File: src/rtl/xbar_out_sched_if.sv
// Port bundle for one crossbar output scheduler: requester beats in,
// registered beat plus credit status out.
interface xbar_out_sched_if #(
  parameter int N = 8,
  parameter int W = 64
);
  localparam int SW = (N > 1) ? $clog2(N) : 1;

  logic [N-1:0]   req_valid;
  logic [N-1:0]   req_last;
  logic [N*W-1:0] req_data;
  logic [N-1:0]   req_ready;
  logic           out_valid;
  logic [W-1:0]   out_data;
  logic           out_last;
  logic [SW-1:0]  out_src;
  logic           credit_return;
  logic [3:0]     credit_cnt;
  logic           err_credit_ovf;

  modport master (
    output req_valid, req_last, req_data, credit_return,
    input  req_ready, out_valid, out_data, out_last, out_src,
           credit_cnt, err_credit_ovf
  );

  modport slave (
    input  req_valid, req_last, req_data, credit_return,
    output req_ready, out_valid, out_data, out_last, out_src,
           credit_cnt, err_credit_ovf
  );
endinterface

File: src/rtl/xbar_out_sched.sv
// Packet-atomic round-robin scheduler for one crossbar output, throttled by
// downstream buffer credits; the winning beat is registered one cycle later.
module xbar_out_sched #(
  parameter int N       = 8,
  parameter int W       = 64,
  parameter int CREDITS = 4
) (
  input logic              clk,
  input logic              rst_n,
  xbar_out_sched_if.slave  bus
);
  localparam int SW = (N > 1) ? $clog2(N) : 1;
  localparam logic [0:0] IDLE   = 1'b0;
  localparam logic [0:0] LOCKED = 1'b1;
  localparam logic [3:0] CRED_MAX = 4'(CREDITS);

  logic [0:0]    state_q, state_d;
  logic [SW-1:0] ptr_q, ptr_d;
  logic [SW-1:0] owner_q, owner_d;
  logic [3:0]    credit_q, credit_d;
  logic          err_q, err_d;
  logic          out_valid_q, out_valid_d;
  logic          out_last_q, out_last_d;
  logic [W-1:0]  out_data_q, out_data_d;
  logic [SW-1:0] out_src_q, out_src_d;

  logic [SW-1:0] sel;
  logic          sel_any;
  logic          accept;
  logic          sel_last;
  logic [W-1:0]  sel_data;
  int            idx;

  // Locked: only the owner competes. Idle: scan downward so the requester
  // closest to ptr (in wrap order) is the last one written and wins.
  always_comb begin
    // NOTE: every variable gets a default first so no latch is inferred.
    sel     = '0;
    sel_any = 1'b0;
    idx     = 0;
    if (state_q == LOCKED) begin
      sel     = owner_q;
      sel_any = bus.req_valid[owner_q];
    end else begin
      for (int k = N - 1; k >= 0; k--) begin
        idx = int'(ptr_q) + k;
        if (idx >= N) idx = idx - N;
        if (bus.req_valid[idx]) begin
          sel     = SW'(idx);
          sel_any = 1'b1;
        end
      end
    end
  end

  // rst_n gates the grant so req_ready is zero for the whole reset window.
  assign accept   = sel_any && (credit_q != 4'd0) && rst_n;
  assign sel_last = bus.req_last[sel];
  assign sel_data = bus.req_data[int'(sel)*W +: W];

  always_comb begin
    bus.req_ready = '0;
    if (accept) bus.req_ready[sel] = 1'b1;
  end

  always_comb begin
    state_d = state_q;
    ptr_d   = ptr_q;
    owner_d = owner_q;
    if (accept) begin
      if (sel_last) begin
        state_d = IDLE;
        ptr_d   = (int'(sel) == N - 1) ? '0 : sel + 1'b1;
      end else begin
        state_d = LOCKED;
        owner_d = sel;
      end
    end
  end

  always_comb begin
    credit_d = credit_q;
    err_d    = err_q;
    case ({accept, bus.credit_return})
      2'b10:   credit_d = credit_q - 4'd1;
      2'b01: begin
        if (credit_q == CRED_MAX) err_d = 1'b1;
        else                      credit_d = credit_q + 4'd1;
      end
      default: ;
    endcase
  end

  always_comb begin
    out_valid_d = accept;
    out_last_d  = accept & sel_last;
    out_data_d  = accept ? sel_data : '0;
    out_src_d   = accept ? sel : '0;
  end

  always_ff @(posedge clk or negedge rst_n) begin
    if (!rst_n) begin
      state_q     <= IDLE;
      ptr_q       <= '0;
      owner_q     <= '0;
      credit_q    <= CRED_MAX;
      err_q       <= 1'b0;
      out_valid_q <= 1'b0;
      out_last_q  <= 1'b0;
      out_data_q  <= '0;
      out_src_q   <= '0;
    end else begin
      // NOTE: non-blocking so every flop samples pre-edge values.
      state_q     <= state_d;
      ptr_q       <= ptr_d;
      owner_q     <= owner_d;
      credit_q    <= credit_d;
      err_q       <= err_d;
      out_valid_q <= out_valid_d;
      out_last_q  <= out_last_d;
      out_data_q  <= out_data_d;
      out_src_q   <= out_src_d;
    end
  end

  assign bus.out_valid      = out_valid_q;
  assign bus.out_last       = out_last_q;
  assign bus.out_data       = out_data_q;
  assign bus.out_src        = out_src_q;
  assign bus.credit_cnt     = credit_q;
  assign bus.err_credit_ovf = err_q;
endmodule

File: src/flat_wrapper.sv
// flat-port wrapper written by rule: the top's interface ports become plain ports
module xbar_out_sched_flat 
#(
  parameter int N       = 8,
  parameter int W       = 64,
  parameter int CREDITS = 4
)
  (clk, rst_n, bus_req_valid, bus_req_last, bus_req_data, bus_credit_return, bus_req_ready, bus_out_valid, bus_out_data, bus_out_last, bus_out_src, bus_credit_cnt, bus_err_credit_ovf);
  xbar_out_sched_if #(.N(N), .W(W)) bus_i ();
  input logic clk;
  input logic rst_n;
  input wire logic [$bits(bus_i.req_valid)-1:0] bus_req_valid;
  input wire logic [$bits(bus_i.req_last)-1:0] bus_req_last;
  input wire logic [$bits(bus_i.req_data)-1:0] bus_req_data;
  input wire logic [$bits(bus_i.credit_return)-1:0] bus_credit_return;
  output wire logic [$bits(bus_i.req_ready)-1:0] bus_req_ready;
  output wire logic [$bits(bus_i.out_valid)-1:0] bus_out_valid;
  output wire logic [$bits(bus_i.out_data)-1:0] bus_out_data;
  output wire logic [$bits(bus_i.out_last)-1:0] bus_out_last;
  output wire logic [$bits(bus_i.out_src)-1:0] bus_out_src;
  output wire logic [$bits(bus_i.credit_cnt)-1:0] bus_credit_cnt;
  output wire logic [$bits(bus_i.err_credit_ovf)-1:0] bus_err_credit_ovf;
  assign bus_i.req_valid = bus_req_valid;
  assign bus_i.req_last = bus_req_last;
  assign bus_i.req_data = bus_req_data;
  assign bus_i.credit_return = bus_credit_return;
  assign bus_req_ready = bus_i.req_ready;
  assign bus_out_valid = bus_i.out_valid;
  assign bus_out_data = bus_i.out_data;
  assign bus_out_last = bus_i.out_last;
  assign bus_out_src = bus_i.out_src;
  assign bus_credit_cnt = bus_i.credit_cnt;
  assign bus_err_credit_ovf = bus_i.err_credit_ovf;
  xbar_out_sched #(.N(N), .W(W), .CREDITS(CREDITS)) u_core (.clk(clk), .rst_n(rst_n), .bus(bus_i));
endmodule
File: config.mk
export PLATFORM = sky130hd
export DESIGN_NAME = xbar_out_sched_flat
export DESIGN_NICKNAME = d
export VERILOG_FILES = /design/src/rtl/xbar_out_sched_if.sv /design/src/rtl/xbar_out_sched.sv /design/src/flat_wrapper.sv
export SDC_FILE = /design/constraint.sdc
export NUM_CORES = 1
export LEC_CHECK = 0
export ABC_AREA = 1
export CAP_MARGIN = 20
export CORE_AREA = 5 5 233 235
export CTS_CLUSTER_DIAMETER = 30
export DETAILED_ROUTE_END_ITERATION = 7
export DIE_AREA = 0 0 238 240
export DONT_BUFFER_PORTS = 1
export PLACE_DENSITY_LB_ADDON = 0.12
export SLEW_MARGIN = 25
export SYNTH_ARGS = -nofsm -noshare
export SYNTH_HDL_FRONTEND = slang
export SYNTH_SLANG_ARGS = --single-unit
export TNS_END_PERCENT = 1
File: constraint.sdc
create_clock -name clk -period 4.7 [get_ports clk]
set_input_delay 0.47 -clock clk [delete_from_list [all_inputs] [get_ports clk]]
set_output_delay 0.47 -clock clk [all_outputs]
set_load 0.01 [all_outputs]
======== Word-level counts from Yosys, hierarchy flattened ========
Index checks and enable logic that the tools add are counted.
storage, ports and cells
  logic and storage cells ................. 134
  input bits .............................. 531
  output and inout bits ................... 82
  flip-flop bits (word level) ............. 81
cells by class
  magnitude comparators ................... 19
  reduce and logical (&&, ||, !) cells .... 9
  mux-type cells .......................... 71
  equal/unequal tests ..................... 5
  bitwise operators ....................... 2
  shift operators ......................... 1
  add/sub/neg operators ................... 18
operator list
  cell                   number
  $mux 32                16
  $shiftx 512x10->64     1
  $lt 32x5->1 const B    8
  $ge 32x5->1 const B    7
  $sub 32x5->32 const B  7
  $mux 64                1
  $mux 3                 11
  $bmux 1 s3             10
  $mux 1                 29
  $add 3x3->4 const B    4
  $add 3x2->4 const B    2
  $lt 3x4->1 const B     2
  $mux 8                 1
  $pmux 4 s2             1
  $reduce_and 2->1       4
  $sub 3x4->5 const B    1
  $add 3x1->4 const B    1
  $add 4x1->4 const B    1
  $eq 4x3->1 const B     1
  $ge 3x4->1 const B     1
  $mux 4                 1
  $reduce_bool 4->1      1
  $sub 4x1->4 const B    1
  $add 3x1->3 const B    1
  10 further kinds       12

======== Longest topological paths before layout ========
  depth in word-level cells ............... 21
  mapped depth ............................ 26

======== Worst setup path before layout ========
No wires, ideal clock.
  path type ............................... flip-flop to output port
  start ................................... register u_core.ptr_q[1]
  end ..................................... output port bus_req_ready[3]
  path slack .............................. 1,660 ps
  buffers on the path ..................... 4
  stages on the path, launching flop included .. 24
  data arrival time ....................... 2,570 ps
  cells stage by stage .................... dfrtp_1 > buf_6 > inv_4 > ha_1 > inv_1 > nand3_1 > nand3_1 > nand2_2 > inv_2 > nand2_1 > nand2_1 > nand2_1 > nand2_1 > nand2_1 > nand2_1 > nand2_2 > nand2_4 > nand2_4 > buf_6 > buf_6 > buf_6 > nor2_2 > inv_1 > nor2_1
between the ends
  cells in the longest elaborated chain, start to end .. 21
  elaborated cells between the ends (all ways) .. 89
  those cells by class .................... 15 x add/sub; 10 x order compare; 61 x mux; 3 x reduce/logical
ends and longest elaborated chain
  element                                                         line                   RTL
  start, declared                                                 xbar_out_sched.sv:18   logic [SW-1:0] ptr_q, ptr_d;
  start signal, assigned                                          xbar_out_sched.sv:115  ptr_q <= ptr_d;
  $add 3x3->4                                                     xbar_out_sched.sv:46   idx = int'(ptr_q) + k;
  $sub 32x5->32 or $ge 32x5->1 (tied branches)                    xbar_out_sched.sv:47   if (idx >= N) idx = idx - N;
  $mux 32                                                         xbar_out_sched.sv:47
  $mux 32                                                         xbar_out_sched.sv:41   if (state_q == LOCKED) begin
  $bmux 1 s3                                                      xbar_out_sched.sv:48   if (bus.req_valid[idx]) begin
  $mux 1 (implied by the code) (2 in a row)                       xbar_out_sched.sv:48
  $mux 3 (8 in a row)                                             xbar_out_sched.sv:48
  $mux 3                                                          xbar_out_sched.sv:41
  $lt 3x4->1 (implied by the code) or $ge 3x1->1 (tied branches)  xbar_out_sched.sv:63   if (accept) bus.req_ready[sel] = 1'b1;
  $logic_and 1x1->1 (implied by the code)                         xbar_out_sched.sv:63
  $mux 1 (implied by the code)                                    xbar_out_sched.sv:63
  $demux 1 s3                                                     --
  $mux 8 *                                                        xbar_out_sched.sv:63
  end, declared                                                   flat_wrapper.sv:16     output wire logic [$bits(bus_i.req_ready)-1:0] bus_req_ready;
Every way passes the cells marked *; elsewhere a longest branch is shown, timed or not. The select of a mux whose other input is x is not followed.

======== Final worst setup path ========
  start ................................... register u_core.ptr_q[0]
  end ..................................... output port bus_req_ready[5]
Same word-level chain as after synthesis.

==> flow_metrics.env <==
export IMPL_status="complete, no violations"
export IMPL_nFillCells=6196
export IMPL_nNetsFinal=1874
export IMPL_core_um2=52000
export IMPL_relSlewSlack_pct=53.4
export IMPL_hold_depth=4
export IMPL_yosys_area_share_simple_pct=44.8
export IMPL_rows=84
export IMPL_finalSetupViolCount=0
export IMPL_ir_drop_mv=0.773
export IMPL_ys_seq_elements=81
export IMPL_placed_cell_area_um2=8470
export IMPL_max_clock_freq_mhz=256
export IMPL_io_pins=613
export IMPL_fin_util_pct=17.0
export IMPL_dieHeight_um=240
export IMPL_crit_type="flop to output pin"
export IMPL_rr_startpoint="u_core.ptr_q[0]"
export IMPL_drive_gt1_share_pct=5.15
export IMPL_start_util_pct=15.1
export IMPL_fin_area_um2=8830
export IMPL_setup_tns_ns=0
export IMPL_dp_hpwl_um=35900
export IMPL_worstHoldEndpoint="u_core.bus.out_data[8]"
export IMPL_r2r_cells=19
export IMPL_post_route_period_util_pct=83.0
export IMPL_clock_latency_ns=0.38
export IMPL_muxShareOfSynthArea_pct=0.271
export IMPL_power_density_nw_per_um2=1260
export IMPL_antenna_found_initial=2
export IMPL_avgSynthCellArea_um2=5.62
export IMPL_post_cts_resized=0
export IMPL_synth_fp_nets=1932
export IMPL_dr_pass1_iters=5
export IMPL_drtAntennaViolNets=0
export IMPL_viasPerCell=4.47
export IMPL_cap_violations=0
export IMPL_grt_pass1_vias=9409
export IMPL_synth_top_cells_by_count="nor2_1, nand2_1, o21ai_1"
export IMPL_wire_per_inst_um=22.3
export IMPL_ff2ff_setup_slack_ns=0.93
export IMPL_worst_slack_ns=0.797
export IMPL_yosysWarnings=0
export IMPL_hp_class="input port to flop"
export IMPL_drc=0
export IMPL_clock_sinks=81
export IMPL_clkTransAtPathRegs_ns=0.08
export IMPL_register_area_um2=2030
export IMPL_die_area_um2=57100
export IMPL_power_mw=11.1
export IMPL_fin_worst_skew_ns=0.0177
export IMPL_grt_util_all_layers_pct=14.9
export IMPL_io_buffers=0
export IMPL_grt_ovfl_total=0
export IMPL_synth_compound_area_share_pct=17.9
export IMPL_cp_end_kind="output pin"
export IMPL_synth_edff_count=0
export IMPL_hold_ws_ns=0.358
export IMPL_synth_area_top_cells="nor2_1, dfrtp_1, o21ai_1, o21ai_0, nand2_1"
export IMPL_die_w_um=238
export IMPL_drv_slew=0
export IMPL_power_leakage_nw=4.01
export IMPL_post_synth_top_area_fraction_pct=28.7
export IMPL_critPathRequiredTime_ns=4.23
export IMPL_syn_area_um2=7840
export IMPL_synth_ff_type="dfrtp_1"
export IMPL_synth_area_leader_cell="nor2_1"
export IMPL_postCtsSetupBuffers=0
export IMPL_h_tree_depth=3
export IMPL_grt_max_degree=138
export IMPL_hp_start="bus_req_data[200]"
export IMPL_synthCells=1394
export IMPL_synthArstFlopShare_pct=100
export IMPL_cp_data_arrival_time_ns=3.43
export IMPL_place_ws_ns=0.899
export IMPL_synth_cell_types=36
export IMPL_vias=9072
export IMPL_critical_path_max_fanout=14
export IMPL_cts_root_buf="clkbuf_16"
export IMPL_cts_tree="yes"
export IMPL_yosysSeqAreaShare_pct=25.9
export IMPL_synth_xor_area_share_pct=0.767
export IMPL_dr_first_iter_drc_count=542
export IMPL_totalWireLength_um=45200
export IMPL_multi_input_area_um2=5120
export IMPL_rsz0062_at_grt="no"
export IMPL_cts_buffers=9
export IMPL_tightest_slew_ns=0.700
export IMPL_stdcell_count=2031
export IMPL_place_congestion=0.939
export IMPL_cts_max_path_buffers=2
export IMPL_start_kind="flop"
export IMPL_r2r_end="u_core.bus.out_data[10]"
export IMPL_synth_fa_ha_area_share_pct=1.21
export IMPL_synthToLayoutAreaGrowth_pct=12.7
export IMPL_hold_viol=0
export IMPL_yosysMostFrequentCell="nor2_1"
export IMPL_dp_cells=2011
export IMPL_grt_pass1_wl_um=63600
export IMPL_synth_top_family_by_area="simple AND/OR/NAND/NOR gates"
export IMPL_min_period_ns=3.90
cells in the final DEF, fill, tap and decap left out, types with 2 or more instances in the layout:
cell          n
clkbuf_16     9
nor2_1      599
nand2_2       5
o21ai_1     138
nand2_1     157
dfrtp_1      80
buf_12        8
diode_2       2
nand3b_1      4
buf_4        17
nand4_1       2
inv_1        32
xor2_1        4
clkbuf_1      2
nor2_2        2
nand3_1     105
inv_2         9
ha_1          6
clkinvlp_4    2
nor2_4        3
bufinv_16     2
o21ai_0     125
a21oi_1       8
critical path: stages, from the launching register on:
cell and delay (ns):
dfrtp_1 0.58, inv_2 0.16, ha_1 0.40, inv_1 0.21, nand3_1 0.14, nand3_1 0.14, nand2_2 0.10, a21oi_1 0.12
nand2_1 0.06, nand2_1 0.05, nand2_1 0.05, nand2_1 0.05, nand2_1 0.05, nand2_1 0.06, nand2_1 0.13, a21oi_4 0.45
inv_1 0.11, nor2_1 0.21
final cells by class:
type,instances,share of cell area (%)
diodes,2,0.0567
clock buffers,11,2.64
clock inverters,5,0.907
inverters,43,1.94
multi-input cells,1174,58.0
flip-flops and latches,81,23.0
well taps,688,9.75
repair buffers,27,3.69
power by group:
part / switching [mW] / internal [mW] / leakage [nW]
clock: 0.347 / 0.466 / 0.146
combinational: 6.31 / 2.57 / 2.82
sequential: 0.401 / 1.02 / 1.04
routing by layer:
layer	GRT usage (%)	part of all wire, %
met4	4.28	1.9
met3	3.98	7.4
met2	26.6	52
met1	17.5	39
met5	0	0
cells by family (layout without fill, tap and decap cells):
kind of cell	after synthesis	after routing
AND/OR/NAND/NOR	882	882
other	0	2
AO/OA/AOI/OAI	277	277
buffers and inverters	139	86
multiplexers	2	2
flip-flops	81	81
adder cells (fa/ha/maj)	7	7
XOR/XNOR	6	6
worst max-delay path by stage:
stage	start	end	slack, ns	depth (start not counted)
2_1_floorplan	u_core.ptr_q[1]	bus_req_ready[3]	1.66	23
3_3_place_gp	u_core.ptr_q[0]	u_core.bus.out_data[10]	0.91	17
3_5_place_dp	u_core.ptr_q[0]	u_core.bus.out_data[10]	0.90	19
4_1_cts	u_core.ptr_q[0]	bus_req_ready[5]	0.72	17
5_1_grt	u_core.ptr_q[0]	bus_req_ready[5]	0.44	15
6_report	u_core.ptr_q[0]	bus_req_ready[5]	0.80	17
sequential cells by signal, indices dropped and copies added (netlist names):
| signal | cells |
|---|---|
| u_core.bus.out_src | 3 |
| u_core.bus.credit_cnt | 4 |
| u_core.ptr_q | 3 |
| u_core.bus.out_data | 64 |
| u_core.bus.err_credit_ovf | 1 |
| u_core.bus.out_last | 1 |
| u_core.state_q | 1 |
| u_core.bus.out_valid | 1 |
| u_core.owner_q | 3 |
repair_timing:
action	in CTS	in global routing
hold buffers	2	0
hold endpoints to repair	81	0
setup endpoints to repair	0	0
Note: power is estimated with default switching activity, not from simulation.
